File: src/rtl/hazard_detection_unit.sv
// Stall/flush controller for the 5-stage pipeline: load-use stall, branch flush,
// data-memory freeze with watchdog. Optional stall counter enabled by STALL_CNT_EN.
module hazard_detection_unit #(
  parameter int unsigned register_addr = 5,
  parameter int unsigned mem_timeout   = 16
) (
  input  logic                     clk,
  input  logic                     rst,
  input  logic                     mem_r_pip,
  input  logic [register_addr-1:0] wb_addr_pip,
  input  logic [register_addr-1:0] rs_id,
  input  logic [register_addr-1:0] rt_id,
  input  logic                     rt_used_id,
  input  logic                     branch_taken,
  input  logic                     dmem_req,
  input  logic                     dmem_ack,
  output logic                     pc_write,
  output logic                     ifid_write,
  output logic                     idex_bubble,
  output logic                     ifid_flush,
  output logic                     pipe_freeze,
  output logic                     mem_err,
  output logic [15:0]              stall_cnt
);

  localparam int unsigned WD_W  = 16;
  localparam int unsigned CNT_W = 16;

  typedef enum logic {RUN, MEM_WAIT} state_t;

  state_t          state, state_nxt;
  logic [WD_W-1:0] wd, wd_nxt;
  logic            mem_err_q, mem_err_nxt;
  logic            lu, mp, timeout;

  // Hazard conditions
  always_comb begin
    lu = mem_r_pip && (wb_addr_pip != '0) &&
         ((wb_addr_pip == rs_id) || (rt_used_id && (wb_addr_pip == rt_id)));
    timeout = (state == MEM_WAIT) && !dmem_ack && (wd == WD_W'(mem_timeout - 1));
    // the watchdog expiry cycle releases the freeze
    mp = ((state == RUN) && dmem_req && !dmem_ack) ||
         ((state == MEM_WAIT) && !dmem_ack && !timeout);
  end

  // Next state and prioritised control outputs
  always_comb begin
    state_nxt   = state;
    wd_nxt      = wd;
    mem_err_nxt = mem_err_q;
    pc_write    = 1'b1;
    ifid_write  = 1'b1;
    idex_bubble = 1'b0;
    ifid_flush  = 1'b0;
    pipe_freeze = 1'b0;
    mem_err     = mem_err_q && !rst;

    case (state)
      RUN: begin
        if (dmem_req && !dmem_ack) begin
          state_nxt = MEM_WAIT;
          wd_nxt    = '0;
        end
      end
      MEM_WAIT: begin
        if (dmem_ack) begin
          state_nxt = RUN;
        end else if (timeout) begin
          state_nxt   = RUN;
          mem_err_nxt = 1'b1;
        end else begin
          wd_nxt = wd + WD_W'(1);
        end
      end
      default: state_nxt = RUN;
    endcase

    if (rst) begin
      pc_write   = 1'b1;
      ifid_write = 1'b1;
    end else if (mp) begin
      pipe_freeze = 1'b1;
      pc_write    = 1'b0;
      ifid_write  = 1'b0;
    end else if (branch_taken) begin
      ifid_flush  = 1'b1;
      idex_bubble = 1'b1;
    end else if (lu) begin
      pc_write    = 1'b0;
      ifid_write  = 1'b0;
      idex_bubble = 1'b1;
    end
  end

  always_ff @(posedge clk) begin
    if (rst) begin
      state     <= RUN;
      wd        <= '0;
      mem_err_q <= 1'b0;
    end else begin
      state     <= state_nxt;
      wd        <= wd_nxt;
      mem_err_q <= mem_err_nxt;
    end
  end

`ifdef STALL_CNT_EN
  logic [CNT_W-1:0] cnt_q;

  // Saturating count of cycles with the PC held
  always_ff @(posedge clk) begin
    if (rst) begin
      cnt_q <= '0;
    end else if (!pc_write && (cnt_q != '1)) begin
      cnt_q <= cnt_q + CNT_W'(1);
    end
  end

  assign stall_cnt = rst ? '0 : cnt_q;
`else
  assign stall_cnt = '0;
`endif

endmodule
File: config.mk
export PLATFORM = sky130hd
export DESIGN_NAME = hazard_detection_unit
export DESIGN_NICKNAME = d
export VERILOG_FILES = /design/src/rtl/hazard_detection_unit.sv
export SDC_FILE = /design/constraint.sdc
export NUM_CORES = 1
export LEC_CHECK = 0
export CORE_MARGIN = 2
export CORE_UTILIZATION = 44
export DETAILED_ROUTE_END_ITERATION = 10
export PLACE_DENSITY = 0.79
export SYNTH_ARGS = -nofsm -noshare
export SYNTH_HDL_FRONTEND = slang
export SYNTH_SLANG_ARGS = --single-unit
File: constraint.sdc
create_clock -name clk -period 2.7 [get_ports clk]
set_input_delay 0.27 -clock clk [delete_from_list [all_inputs] [get_ports clk]]
set_output_delay 0.27 -clock clk [all_outputs]
set_load 0.02 [all_outputs]
* Word level (Yosys, flattened, before mapping)
Cells that the tools add are included.
Storage, ports and cells: output and inout bits 22, register bits after elaboration 18, bits of input ports 22, logic and storage cells 51
Cells by class: equal/unequal tests 6, reduce and logical (&&, ||, !) cells 18, add/subtract/negate cells 1, bitwise operators 2, muxes and demuxes 21
Operators with widths (number):
- 16-bit two-way mux | 3
- 16-bit case mux with 2 select lines | 1
- 16-bit by 1-bit adder with 16-bit output, second input constant | 1
- 16-bit by 4-bit == test with 1-bit output, second input constant | 1
- 1-bit two-way mux | 16
- 5-bit == test | 2
- 1-bit logical AND | 10
- 3-bit AND reduction | 2
- 5-bit nonzero test | 1
- 2-bit inequality test, second input constant | 2
- 1-bit logical NOT | 3
- 1-bit logical OR | 2
- 2-bit by 1-bit inequality test with 1-bit output, second input constant | 1
- 1-bit inverter | 2
- 1-bit case mux with 2 select lines | 1

* Logic depth before layout (Yosys ltp)
depth after elaboration 8, depth in mapped cells 7, depth with buffers taken out 5

* Least setup slack after synthesis
Ideal clock, no wire load.
path type reg-to-output, start point register wd[4], end point output port pc_write, data arrival time 2.108 ns, setup slack 0.322 ns, buffers on the path 2, required time 2.430 ns, stages on the path, launching flop included 7, cells stage by stage dfxtp_1 > or4_4 > o41ai_4 > buf_6 > a21oi_1 > a21oi_2 > buf_4
Between the ends: cells in the longest elaborated chain, start to end 7
RTL lines:
- from (decl) | line 32 | logic [WD_W-1:0] wd, wd_nxt;
- from (signal assigned) | line 102 | wd <= wd_nxt;
- 16-bit by 4-bit == test with 1-bit output | line 40 | timeout = (state == MEM_WAIT) && !dmem_ack && (wd == WD_W'(mem_timeout - 1));
- 1-bit logical AND | line 40
- 1-bit logical NOT | line 43 | ((state == MEM_WAIT) && !dmem_ack && !timeout);
- 1-bit logical AND | line 43
- 1-bit logical OR | line 42 | mp = ((state == RUN) && dmem_req && !dmem_ack) ||
- 1-bit two-way mux (2 in a row)
- to (decl) | line 17 | output logic pc_write,
Every way passes these cells.

* Worst setup path after layout
start point register wd[4], end point output port ifid_write
Between the ends: cells in the longest elaborated chain, start to end 7
RTL lines:
- 16-bit by 4-bit == test with 1-bit output | line 40
- 1-bit logical AND | line 40
- 1-bit logical NOT | line 43
- 1-bit logical AND | line 43
- 1-bit logical OR | line 42
- 1-bit two-way mux | line 81 | end else if (mp) begin
- 1-bit two-way mux | line 78 | if (rst) begin
- to (decl) | line 18 | output logic ifid_write,
Every way passes these cells.

==> flow_summary_export.csv <==
group,metric,value,unit
status,outcome,"finished clean",
critical_path,cp_max_fo,5,
power_and_ir_drop,pwr-share-seq,52.1,%
placement,dpl.hpwl,2.10,mm
synthesis,synth_seq_cells,18,
timing,relSlewSlack,66.6,%
floorplanning,initial_core_util,47.1,%
flow_run,drv_cap,0,
final_layout,final_nets,197,
critical_path,r2r_setup_slack,600,ps
critical_path,required,2430,ps
placement,gp_congestion,0.838,
power_and_ir_drop,p_leak,0.515,nW
hold_path,hold_path_end,"mem_err_q",
global_routing,antenna_found_initial,0,
critical_path,cp.arrival,2270,ps
floorplanning,core_area,2520,um^2
placement,portBuffers,27,
timing,timing.final.crit_share,94.0,%
critical_path,startpoint,"wd[4]",
cts,holdBufCountCts,0,
floorplanning,io_pins,44,
critical_path,slowest_stage,"or4_4",
route,viasPerCell,5.43,
cts,cts_sinks,18,
cts,cts_resized,4,
critical_path,crit_path_start_kind,"flop",
timing,period_needed,2540,ps
timing,fin_setup_tns,0,ps
synthesis,yosys_warnings,0,
final_layout,syn_to_final_growth,23.2,%
hold_path,hold_depth,2,
power_and_ir_drop,ir_worst_vdd,0.000218,V
synthesis,ys_types,37,
power_and_ir_drop,p_int,372,uW
timing,rsz0062_at_grt,"no",
route,wl,2.64,mm
cts,worstSkewPairLatency,300,ps
power_and_ir_drop,p_sw_share,27.7,%
synthesis,synth_area_per_cell,8.37,um^2
global_routing,grt_pass1_wl,4.34,mm
route,drtIter0Drc,29,
cts,path_clk_slew,100,ps
synthesis,ys_seq_area_share,30.3,%
timing,drv_slew,0,
cts,clockBufferDepth,2,
synthesis,yosysTopAreaCell,"dfxtp_1",
critical_path,r2r_cells,6,
route,drc,0,
route,drt.antenna.violating_nets,0,
power_and_ir_drop,total_power,515,uW
floorplanning,rows,18,
global_routing,track_usage,17.6,%
cts,cts_buffers,3,
final_layout,drive_gt1_share,8.14,%
final_layout,diodes,0,
power_and_ir_drop,clkPwrFrac,25.8,%
synthesis,synth_top_cells_by_area,"dfxtp_1, buf_4, xnor2_1",
timing,fmax,394,MHz
floorplanning,dieArea,3130,um^2
hold_path,hold_path_class,"reg -> reg",
synthesis,netlist_instances,142,
route,firstDrtPassIters,4,
critical_path,max_stage_delay,570,ps
cts,htreeDepth,1,
synthesis,syn-cell-area,1190,um^2
global_routing,grt-ovfl-total,0,
critical_path,cp-end-kind,"primary output",
synthesis,synth_top_cell_area_share,30.3,%
cts,postCtsSetupBuffers,0,
timing,worstMarginPinSlew,494,ps
route,via_count,1097,
global_routing,grt_pass1_vias,1025,
power_and_ir_drop,power_density,352,nW/um^2
hold_path,worst_hold_startpoint,"mem_err_q",
critical_path,critPathKind,"reg -> out",
power_and_ir_drop,combPwrFrac,22.1,%
route,post_drt_wl_per_cell,13.1,um
critical_path,crit_chain,"or4_4 -> o41ai_4 -> a21oi_1 -> a21oi_2 -> dlygate4sd2_1",
global_routing,grt_max_degree,14,
cts,clockRootBuffer,"clkbuf_4",
cts,cts_tree,"built",
floorplanning,die_h,56.0,um
floorplanning,die_w,56.0,um
timing,skew,3.11,ps
critical_path,r2r-start,"wd[0]",
timing,setup_viol,0,
timing,hold_violations,0,
critical_path,r2r_end,"wd[14]",
power_and_ir_drop,switching_power,142,uW
## layout make-up
| type | instances | area [um^2] |
|---|---|---|
| clock buffers | 3 | 22.5 |
| fillers | 243 | 1060 |
| inverters | 4 | 15.0 |
| multi-input cells | 115 | 723 |
| flip-flops and latches | 18 | 360 |
| well taps | 30 | 37.5 |
| repair buffers | 32 | 305 |
## sequential cells by signal, indices dropped and copies added, names as in the netlist
register and count:
mem_err_q 1, wd 16, state 1
## metal layers
layer | GRT usage, % | wire length (um) | vias to the layer above
met4 | 10.5 | 85 | 0
met2 | 31.8 | 1350 | 48
met1 | 18.6 | 1020 | 499
met3 | 3.49 | 181 | 7
li1 | - | - | 543
met5 | 0 | 0 | -
## power groups by stage
stage	sequential (mW)	combinational, mW	clock (mW)
final	0.268	0.114	0.133
after global routing	0.269	0.123	0.145
after CTS	0.268	0.114	0.136
after detailed placement	0.274	0.116	0
after global placement	0.274	0.114	0
after floorplan	0.274	0.0812	0
## cell families after synthesis
logic type | share of synthesized area (%)
DFF | 30.3
muxes | 0.842
adders and majority gates | 1.05
buffers and inverters | 13.6
other | 0.315
xor gates and xnor gates | 10.3
and+or+nand+nor | 27.4
AOI/OAI and AO/OA | 16.2
## how the worst max path moves through the flow
stage	endpoint	depth (start not counted)
2_1_floorplan	pc_write	6
3_3_place_gp	pc_write	6
3_5_place_dp	ifid_write	6
4_1_cts	pipe_freeze	4
5_1_grt	ifid_write	5
6_report	ifid_write	5
## cell usage after synthesis, drive strengths merged
cell    count
buf        18
dfxtp      18
a21oi      15
xnor2      13
or3         9
nand3       8
nor2        7
o21ai       7
or4         7
nand2       6
inv         4
nand4       3
o31ai       3
clkbuf      2
nand2b      2
nor2b       2
nor4        2
nor4b       2
and3        1
and4        1
conb        1
ha          1
mux2i       1
nand3b      1
nor3        1
nor3b       1
o2111a      1
o22ai       1
o41a        1
o41ai       1
or2         1
xor2        1
## cell usage in the layout (no fill, tap or decap), drive strengths merged, types with 2 or more instances in the layout
cell type / netlist / final
dfxtp: 18 / 18
nand3: 8 / 8
or3: 9 / 9
buf: 18 / 5
or4: 7 / 7
a21oi: 15 / 15
xnor2: 13 / 13
nor4: 2 / 2
o21ai: 7 / 7
nor2: 7 / 7
nor2b: 2 / 2
o31ai: 3 / 3
conb: 1 / 16
nor4b: 2 / 2
inv: 4 / 4
nand4: 3 / 3
clkbuf: 2 / 3
dlygate4sd2: 0 / 4
nand2b: 2 / 2
nand2: 6 / 6
clkdlybuf4s50: 0 / 22
## worst max-delay path: cells and delay by family, from the launching register on
kind	cells	cell delay [ps]
buffers and inverters	1	350
AOI/OAI and AO/OA	3	700
DFF	1	350
and+or+nand+nor	1	570
## per-stage QoR
| stage | hold WS [ps] | area (um^2) | util (%) | setup slack (ps) | instances |
|---|---|---|---|---|---|
| floorplan | 429 | 1240 | - | 322 | 157 |
| global placement | 455 | 1440 | 57.2 | 142 | 199 |
| detailed placement | 456 | 1440 | 57.2 | 85.9 | 199 |
| CTS | 481 | 1460 | 57.9 | 72.1 | 202 |
| global route | 487 | 1460 | 58.0 | 14.4 | 202 |
| finish | 477 | 1460 | 58.0 | 161 | 202 |
No activity file was read; power rests on OpenSTA's default activity.
